`src/rtl/turbo_pkg.sv`:
```
// Shared types and helpers for the turbo encoder block controller.
package turbo_pkg;

  typedef enum logic [1:0] {
    ST_LOAD  = 2'd0,
    ST_ENC   = 2'd1,
    ST_TAIL  = 2'd2,
    ST_FLUSH = 2'd3
  } state_t;

  localparam int K_DEF        = 40;
  localparam int F1_DEF       = 3;
  localparam int F2_DEF       = 10;
  localparam int TAIL_LEN_DEF = 3;
  localparam int MW           = 16;

  // Operands must already be below m, so one conditional subtract is enough.
  function automatic logic [MW-1:0] mod_add(input logic [MW-1:0] a,
                                            input logic [MW-1:0] b,
                                            input logic [MW-1:0] m);
    logic [MW:0] sum;
    sum = {1'b0, a} + {1'b0, b};
    if (sum >= {1'b0, m}) sum = sum - {1'b0, m};
    return sum[MW-1:0];
  endfunction

endpackage

```
`src/rtl/turbo_qpp_addr.sv`:
```
// Incremental QPP interleaver address generator: f(n+1)=f(n)+g(n), g(n+1)=g(n)+2*F2, all mod K.
module turbo_qpp_addr
  import turbo_pkg::*;
#(
  parameter int K  = K_DEF,
  parameter int F1 = F1_DEF,
  parameter int F2 = F2_DEF,
  parameter int AW = $clog2(K_DEF)
) (
  input  logic          clk,
  input  logic          rst,
  input  logic          clr,
  input  logic          step,
  output logic [AW-1:0] addr
);

  localparam logic [AW-1:0] G0 = AW'((F1 + F2) % K);
  localparam logic [AW-1:0] DG = AW'((2 * F2) % K);

  logic [AW-1:0] r_f;
  logic [AW-1:0] r_g;
  logic [AW-1:0] w_f_nxt;
  logic [AW-1:0] w_g_nxt;

  assign w_f_nxt = AW'(mod_add(MW'(r_f), MW'(r_g), MW'(K)));
  assign w_g_nxt = AW'(mod_add(MW'(r_g), MW'(DG), MW'(K)));

  always_ff @(posedge clk or posedge rst) begin
    if (rst) begin
      r_f <= '0;
      r_g <= G0;
    end else if (clr) begin
      r_f <= '0;
      r_g <= G0;
    end else if (step) begin
      r_f <= w_f_nxt;
      r_g <= w_g_nxt;
    end
  end

  assign addr = r_f;

endmodule

```
`src/rtl/turbo_enc_ctrl.sv`:
```
// Turbo encoder block sequencer: buffers a K-bit block, then drives both RSC encoders
// through encode, termination and reset. Define TURBO_CTRL_PINGPONG_EN for two-bank zero-gap operation.
module turbo_enc_ctrl
  import turbo_pkg::*;
#(
  parameter int K        = K_DEF,
  parameter int F1       = F1_DEF,
  parameter int F2       = F2_DEF,
  parameter int TAIL_LEN = TAIL_LEN_DEF
) (
  input  logic clk,
  input  logic rst,
  input  logic in_bit,
  input  logic in_valid,
  output logic in_ready,
  output logic rsc_rst_n,
  output logic rsc_mode,
  output logic rsc_in1,
  output logic rsc_in2,
  output logic enc_active,
  output logic tail_active,
  output logic blk_done
);

  localparam int AW = $clog2(K);
  localparam int TW = (TAIL_LEN > 1) ? $clog2(TAIL_LEN) : 1;

  state_t        r_state;
  logic [AW-1:0] r_wr_cnt;
  logic [AW-1:0] r_rd_cnt;
  logic [TW-1:0] r_tail_cnt;
  logic          r_in_ready;
  logic          r_rsc_rst_n;
  logic          r_rsc_mode;
  logic          r_rsc_in1;
  logic          r_rsc_in2;
  logic          r_enc_active;
  logic          r_tail_active;
  logic          r_blk_done;
  logic [K-1:0]  r_bank0;
`ifdef TURBO_CTRL_PINGPONG_EN
  logic [K-1:0]  r_bank1;
  logic          r_wbank;
  logic          r_wfull;
`endif

  logic          w_acc;
  logic          w_wlast;
  logic          w_swap;
  logic          w_rd1;
  logic          w_rd2;
  logic          w_enc_last;
  logic          w_tail_last;
  logic [AW-1:0] w_qaddr;

  assign w_acc       = in_valid && r_in_ready;
  assign w_wlast     = w_acc && (r_wr_cnt == AW'(K - 1));
  assign w_enc_last  = (r_rd_cnt == AW'(K - 1));
  assign w_tail_last = (r_tail_cnt == TW'(TAIL_LEN - 1));

`ifdef TURBO_CTRL_PINGPONG_EN
  // A block may also complete on the very FLUSH edge; treat that as full.
  assign w_swap = ((r_state == ST_LOAD) && w_wlast) ||
                  ((r_state == ST_FLUSH) && (r_wfull || w_wlast));
  assign w_rd1  = r_wbank ? r_bank0[r_rd_cnt] : r_bank1[r_rd_cnt];
  assign w_rd2  = r_wbank ? r_bank0[w_qaddr]  : r_bank1[w_qaddr];

  always_ff @(posedge clk) begin
    if (w_acc) begin
      if (r_wbank) r_bank1[r_wr_cnt] <= in_bit;
      else         r_bank0[r_wr_cnt] <= in_bit;
    end
  end
`else
  assign w_swap = (r_state == ST_LOAD) && w_wlast;
  assign w_rd1  = r_bank0[r_rd_cnt];
  assign w_rd2  = r_bank0[w_qaddr];

  always_ff @(posedge clk) begin
    if (w_acc) r_bank0[r_wr_cnt] <= in_bit;
  end
`endif

  turbo_qpp_addr #(
    .K  (K),
    .F1 (F1),
    .F2 (F2),
    .AW (AW)
  ) u_qpp (
    .clk  (clk),
    .rst  (rst),
    .clr  (r_state == ST_FLUSH),
    .step (r_state == ST_ENC),
    .addr (w_qaddr)
  );

  always_ff @(posedge clk or posedge rst) begin
    if (rst) begin
      r_state       <= ST_LOAD;
      r_wr_cnt      <= '0;
      r_rd_cnt      <= '0;
      r_tail_cnt    <= '0;
      r_in_ready    <= 1'b0;
      r_rsc_rst_n   <= 1'b0;
      r_rsc_mode    <= 1'b0;
      r_rsc_in1     <= 1'b0;
      r_rsc_in2     <= 1'b0;
      r_enc_active  <= 1'b0;
      r_tail_active <= 1'b0;
      r_blk_done    <= 1'b0;
`ifdef TURBO_CTRL_PINGPONG_EN
      r_wbank       <= 1'b0;
      r_wfull       <= 1'b0;
`endif
    end else begin
      r_rsc_rst_n   <= 1'b0;
      r_rsc_mode    <= 1'b0;
      r_rsc_in1     <= 1'b0;
      r_rsc_in2     <= 1'b0;
      r_enc_active  <= 1'b0;
      r_tail_active <= 1'b0;
      r_blk_done    <= 1'b0;

`ifdef TURBO_CTRL_PINGPONG_EN
      if (w_swap) begin
        r_wbank    <= ~r_wbank;
        r_wfull    <= 1'b0;
        r_wr_cnt   <= '0;
        r_in_ready <= 1'b1;
      end else if (w_wlast) begin
        r_wfull    <= 1'b1;
        r_wr_cnt   <= '0;
        r_in_ready <= 1'b0;
      end else begin
        if (w_acc) r_wr_cnt <= r_wr_cnt + AW'(1);
        r_in_ready <= !r_wfull;
      end
`else
      if (w_acc) r_wr_cnt <= w_wlast ? '0 : r_wr_cnt + AW'(1);
      r_in_ready <= ((r_state == ST_LOAD) && !w_wlast) || (r_state == ST_FLUSH);
`endif

      case (r_state)
        ST_LOAD: begin
          if (w_swap) r_state <= ST_ENC;
        end
        ST_ENC: begin
          r_rsc_in1    <= w_rd1;
          r_rsc_in2    <= w_rd2;
          r_rsc_rst_n  <= 1'b1;
          r_enc_active <= 1'b1;
          if (w_enc_last) begin
            r_rd_cnt <= '0;
            r_state  <= ST_TAIL;
          end else begin
            r_rd_cnt <= r_rd_cnt + AW'(1);
          end
        end
        ST_TAIL: begin
          r_rsc_mode    <= 1'b1;
          r_rsc_rst_n   <= 1'b1;
          r_tail_active <= 1'b1;
          if (w_tail_last) begin
            r_tail_cnt <= '0;
            r_state    <= ST_FLUSH;
          end else begin
            r_tail_cnt <= r_tail_cnt + TW'(1);
          end
        end
        ST_FLUSH: begin
          r_blk_done <= 1'b1;
          r_rd_cnt   <= '0;
          r_tail_cnt <= '0;
          r_state    <= w_swap ? ST_ENC : ST_LOAD;
        end
        default: r_state <= ST_LOAD;
      endcase
    end
  end

  assign in_ready    = r_in_ready;
  assign rsc_rst_n   = r_rsc_rst_n;
  assign rsc_mode    = r_rsc_mode;
  assign rsc_in1     = r_rsc_in1;
  assign rsc_in2     = r_rsc_in2;
  assign enc_active  = r_enc_active;
  assign tail_active = r_tail_active;
  assign blk_done    = r_blk_done;

endmodule

```
`config.mk`:
```
export PLATFORM = sky130hd
export DESIGN_NAME = turbo_enc_ctrl
export DESIGN_NICKNAME = d
export VERILOG_FILES = /design/src/rtl/turbo_pkg.sv /design/src/rtl/turbo_qpp_addr.sv /design/src/rtl/turbo_enc_ctrl.sv
export SDC_FILE = /design/constraint.sdc
export NUM_CORES = 1
export LEC_CHECK = 0
export CELL_PAD_IN_SITES_DETAIL_PLACEMENT = 0
export CELL_PAD_IN_SITES_GLOBAL_PLACEMENT = 1
export CORE_ASPECT_RATIO = 0.7
export CORE_MARGIN = 2
export CORE_UTILIZATION = 30
export CTS_CLUSTER_SIZE = 14
export DETAILED_ROUTE_END_ITERATION = 8
export PLACE_DENSITY_LB_ADDON = 0.08
export SYNTH_ARGS = -nofsm -noshare
export SYNTH_HDL_FRONTEND = slang
export SYNTH_HIERARCHICAL = 1
export SYNTH_SLANG_ARGS = --single-unit
```
`constraint.sdc`:
```
create_clock -name clk -period 8.05 [get_ports clk]
set_input_delay 1.2075 -clock clk [delete_from_list [all_inputs] [get_ports clk]]
set_output_delay 1.2075 -clock clk [all_outputs]
set_load 0.005 [all_outputs]
```
==> run summary <==
Worst-Margin Slew: 1.209 ns
Total gr overflow: 0
Num ports: 12
Synth unique cells: 59
Logic pwr share: 0.032
Vias per Instance: 4.938
Average wire per standard cell: 16.89 um
Core area: 13870 um^2
Static Leakage: 1.730 nW
Most frequent cells in the layout: nor2_1 (68), edfxtp_1 (40), dfrtp_1 (31)
Internal: 0.6876 mW
Clock power share: 0.499
Power, Total: 0.8796 mW
Ant diodes: 0
Fin crit share: 0.3984
WHS: 0.5527 ns
Num rows: 36
Filler Cell Count: 1416
Register area: 2056 um^2
Fin. max-slew vios: 0
Clock tree from TritonCTS: yes
Setup Viol. Count Final: 0
Post-Route WL: 9.760 mm
Mapped Cells: 380
Post-Syn Nets: 402
Rel. slew slack: 0.1916
First-pass GRT wire length: 15.91 mm
Worst Hold Class: reg -> reg
Async set-reset flop share out of synthesis: 0.4595
Commonest non-fill, non-tap cell in the layout: nor2_1
Peak ir drop on the vdd network: 0.00008081 V
Sw Ratio: 0.2183
Required time of the worst setup path: 8.27 ns
H-tree depth: 3
Tmin final: 3.207 ns
CTS Buffer Depth: 2
Critical Path AT: 3.42 ns
Sequential Power Share: 0.469
Sequential share of the synthesized area: 0.4841
DRC errors left: 0
Area delta synth->final: 13.14%
Final hold viol count: 0
Cts hold-fix bufs: 0
CP max FO: 10
Hpwl dp: 7.041 mm
DIE AREA: 15140 um^2
Synth warn: 6
Pwr Density: 183.1 nW/um^2
Initial DRC count: 190
Die span in y: 103.5 um
Worst-path clk slew: 0.06 ns
Clock Tree Root: clkbuf_16
Via count: 2854
Crit. End Element: flop
Vias in the first global route: 2781
Detailed Routing Iterations Pass 1: 4
Fmax: 311.8 MHz
Startpoint Class: flop
Gr usage total: 0.1367
Worst clock skew: 0.006466 ns
Die width: 146.2 um
CTS sink cnt: 74
Top_reg_cell synth: edfxtp_1
Status: completed
Synth Area per Inst: 11.18 um^2
Nets: 405
Max cap viols: 0
# port buffers: 11
Initial Util: 0.3061
RSZ-0062 raised after global routing: false
CTS resizes: 0
Switch Pwr: 0.1920 mW
Inst Count DP: 562
EDFF count, synth: 40
Largest net degree at the start of global routing: 41
Gp weighted congestion: 0.7529
Synth Register Bits: 74
CTS buffer count: 9
Antenna violations before repair: 0
Setup TNS: 0 ns
Final instance count without filler cells: 578
Mapped Area: 4247 um^2
Setup bufs post-CTS: 0
Fraction of layout cells with a size suffix above 1: 0.1134
Area taken by multi-input logic gates: 2009 um^2
Crit path kind: reg -> reg
Post-route ant nets: 0
Worst skew pair latency: 0.34 ns
[layout make-up]
| type | count | share of cell area |
|---|---|---|
| well taps | 190 | 0.04948 |
| multi-input cells | 270 | 0.4182 |
| clock inverters | 7 | 0.02057 |
| inverters | 16 | 0.01250 |
| repair buffers | 12 | 0.02448 |
| clock buffers | 9 | 0.04687 |
| flip-flops and latches | 74 | 0.4279 |
[power by group through the flow]
stage / Combinational, mW / Clock (mW) / Sequential [mW]
after floorplan: 0.0219 / 0 / 0.415
after global placement: 0.0290 / 0 / 0.421
after detailed placement: 0.0287 / 0 / 0.421
after CTS: 0.0288 / 0.451 / 0.413
after global routing: 0.0328 / 0.466 / 0.413
final: 0.0281 / 0.439 / 0.413
[sequential cells by signal, indices dropped and copies added (netlist names), 2 cells and up]
| name | count |
|---|---|
| r_bank0 | 40 |
| r_rd_cnt | 6 |
| r_wr_cnt | 6 |
| u_qpp/addr | 6 |
| u_qpp/r_g | 5 |
| r_state | 2 |
| r_tail_cnt | 2 |
[worst max-delay path: stages (launching register included)]
cell and delay (ns):
dfrtp_1 0.57, ha_1 0.33, ha_1 0.22, a211oi_1 0.32, nor2_1 0.10, xor2_1 0.30
inv_1 0.08, ha_1 0.27, nor3b_1 0.16, o21a_1 0.14, or2_2 0.31, nor3b_1 0.20
nor3_1 0.07
[cell families after synthesis]
logic type                 after synthesis  synth area share
and+or+nand+nor                        155            0.1730
DFF                                     74            0.4841
AOI/OAI and AO/OA                       51           0.08456
buffers and inverters                   36           0.04272
muxes                                   35            0.1400
adders and majority gates               18           0.05304
xor gates and xnor gates                11           0.02269
[path summary, 6_finish.rpt]
path / cells after the start / slack (ns) / endpoint / startpoint
max in group asynchronous: 2 / 6.06 / r_wr_cnt[0] / rst
worst max-delay path: 12 / 4.84 / u_qpp/addr[4] / u_qpp/addr[0]
worst min register to register: 2 / 0.55 / r_tail_cnt[1] / r_tail_cnt[1]
min in group asynchronous: 2 / 1.22 / u_qpp/r_g[5] / rst
worst max register to register: 12 / 4.84 / u_qpp/addr[4] / u_qpp/addr[0]
worst min-delay path: 2 / 0.55 / r_tail_cnt[1] / r_tail_cnt[1]
[Yosys cell counts (all sizes together) (5+ instances only)]
cell,number,share of area
inv,16,0.014
o21ai,11,0.013
mux4,18,0.099
xor2,7,0.014
clkbuf,10,0.011
nand2b,5,0.0074
ha,18,0.053
nor2b,6,0.0088
mux2i,14,0.033
edfxtp,40,0.28
nor2,68,0.060
nor3b,6,0.011
nor3,12,0.014
nand3,8,0.0094
nand2,26,0.023
buf,10,0.017
a31oi,6,0.0088
dfrtp,31,0.18
[layer usage]
| metal | global-route usage | part of all wire | vias to the layer above |
|---|---|---|---|
| li1 | - | - | 1399 |
| met1 | 0.2138 | 0.56 | 1410 |
| met5 | 0 | 0 | - |
| met3 | 0.03392 | 0.032 | 8 |
| met2 | 0.1860 | 0.40 | 37 |
| met4 | 0.03537 | 0.011 | 0 |
[metrics by stage]
step	utilization	setup WS (ns)	cell area, um^2
3_5_place_dp	0.3230	4.926	4481
2_1_floorplan	-	5.389	4247
5_1_grt	0.3463	4.656	4805
6_report	0.3463	4.843	4805
3_3_place_gp	0.3230	4.971	4481
4_1_cts	0.3463	4.900	4805
Power figures use the tool's default switching activity.
==> edit: new RTL, same flow settings <==
The 4 states of `state_t` get a one-hot encoding in 4 bits.
--- a/src/rtl/turbo_pkg.sv
+++ b/src/rtl/turbo_pkg.sv
@@ -3,7 +3,7 @@
 
-  typedef enum logic [1:0] {
-    ST_LOAD  = 2'd0,
-    ST_ENC   = 2'd1,
-    ST_TAIL  = 2'd2,
-    ST_FLUSH = 2'd3
+  typedef enum logic [3:0] {
+    ST_LOAD  = 4'b0001,
+    ST_ENC   = 4'b0010,
+    ST_TAIL  = 4'b0100,
+    ST_FLUSH = 4'b1000
   } state_t;
Behaviour: same outputs for any inputs over 10 cycles, from zero or initial values and one cycle with rst high; not proved beyond that.
==> edit against the original RTL <==
- via count grew 1.9%
- area after synthesis increased by 1.2%
- setup slack gained 0.050 ns
- synthesized cell count increased by 0.79%
- sequential cell count is 2 higher
- wire length increased by 5.1%
- design area rose by 0.18%
- critical path type unchanged
- largest cell class unchanged
Power is not compared: it rests on default switching activity, and its combinational part moved more than twofold at a synthesized area within 25%.
==> edit: results (changes against the original RTL) <==
Slew @ Worst Pin = 1.232 ns (+0.02350 ns)
WL met3 = 318 µm (+2.3%)
Initial antenna violation count = 0 (unchanged)
Sequential cell area fraction in the yosys report = 49.04% (+0.63 points)
Status = complete, no violations
Gr usage total = 14.40% (+0.73 points)
Ys async rst share = 47.37% (+1.4 points)
Proportion of layout cells with a drive suffix above 1 = 14.07% (+2.7 points)
Fin nets = 402 (-0.74%)
Routability cong. = 0.7639 (+1.5%)
Final clock skew = 0.008108 ns (+0.001642 ns)
Vias in the first global route = 2839 (+2.1%)
Clock transition at the registers of the reported paths = 0.06 ns (about the same)
CP arrival = 3.37 ns (-0.05 ns)
Routed wl met2 = 4018 µm (+2.7%)
Crit-path max FO = 12 (+2)
Mapped Cells = 383 (+0.79%)
Synth cell types = 58 (-1.7%)
First-pass GRT wire length = 16770 µm (+5.4%)
DP Area = 4543 µm² (+1.4%)
Port Buf Inserts = 11 (unchanged)
Top cells by count, synth = nor2_1 (60), edfxtp_1 (40), dfrtp_1 (32), nand2_1 (26), mux4_2 (17)
Vias per cell = 5.007 (+1.4%)
Dpl hpwl = 7432 µm (+5.5%)
FILL cells = 1389 (-1.9%)
Initial drt markers = 144 (-24%)
Ranking of synthesized cells by area = edfxtp_1 (28%), dfrtp_1 (19%), mux4_2 (8.9%)
Via count = 2909 (+1.9%)
## edit: cell count changes after synthesis, sizes merged, moves of 3 or more
cell / unedited run / this run
nand2b: 5 / 2
nor3: 12 / 8
nor3b: 6 / 11
o31ai: 3 / 0
clkbuf: 10 / 14
a31oi: 6 / 11
buf: 10 / 7
ha: 18 / 12
or4b: 2 / 5
nor2: 68 / 60
## edit: power breakdown
group	switching, mW	total [mW]	internal (mW)
sequential	0.0550	0.498	0.443
clock	0.154	0.369	0.215
combinational	0.0960	0.158	0.0619
total	0.305	1.02	0.719
## edit: final cells by class
class | instances | area, µm² | area share (%)
Clock buffer | 11 | 242.7 | 5.043
Clock inverter | 5 | 27.53 | 0.5719
Inverter | 15 | 56.30 | 1.170
Multi-Input combinational cell | 271 | 2017 | 41.90
Sequential cell | 76 | 2107 | 43.77
Tap cell | 190 | 237.7 | 4.939
Timing Repair Buffer | 13 | 125.1 | 2.599
## edit: critical path: cells and delay by family (launching register included)
kind	cells	cell delay, ns
adder cells (fa/ha/maj)	3	0.81
buffers and inverters	1	0.08
XOR/XNOR	1	0.30
AO/OA/AOI/OAI	2	0.44
flip-flops	1	0.55
AND/OR/NAND/NOR	5	0.87
## edit: through the flow
step	setup slack [ns]	utilization, %
2_1_floorplan	5.389	-
3_3_place_gp	4.936	32.54
3_5_place_dp	4.917	32.54
4_1_cts	4.891	34.47
5_1_grt	4.602	34.47
6_report	4.893	34.47
## edit: layer usage
metal,vias to the layer above,global-route usage (%)
met5,-,0
met2,38,18.66
met1,1441,23.34
met3,8,3.596
li1,1422,-
met4,0,3.503
## edit: worst paths after layout
check                              start  depth (start not counted)  slack (ns)             to
setup / recovery           u_qpp/addr[0]                         12        4.89  u_qpp/addr[4]
hold reg to reg            r_tail_cnt[1]                          2        0.56  r_tail_cnt[1]
hold / removal             r_tail_cnt[1]                          2        0.56  r_tail_cnt[1]
setup reg to reg           u_qpp/addr[0]                         12        4.89  u_qpp/addr[4]
max in group asynchronous            rst                          2        5.99    r_wr_cnt[3]
min in group asynchronous            rst                          2        1.23   u_qpp/r_g[5]
## edit: cell families after synthesis
group / count (synthesis) / share of synthesized area (%)
adder cells (fa/ha/maj): 12 / 3.494
AO/OA/AOI/OAI: 53 / 8.125
AND/OR/NAND/NOR: 160 / 19.39
XOR/XNOR: 13 / 2.650
flip-flops: 76 / 49.04
buffers and inverters: 36 / 4.222
multiplexers: 33 / 13.08
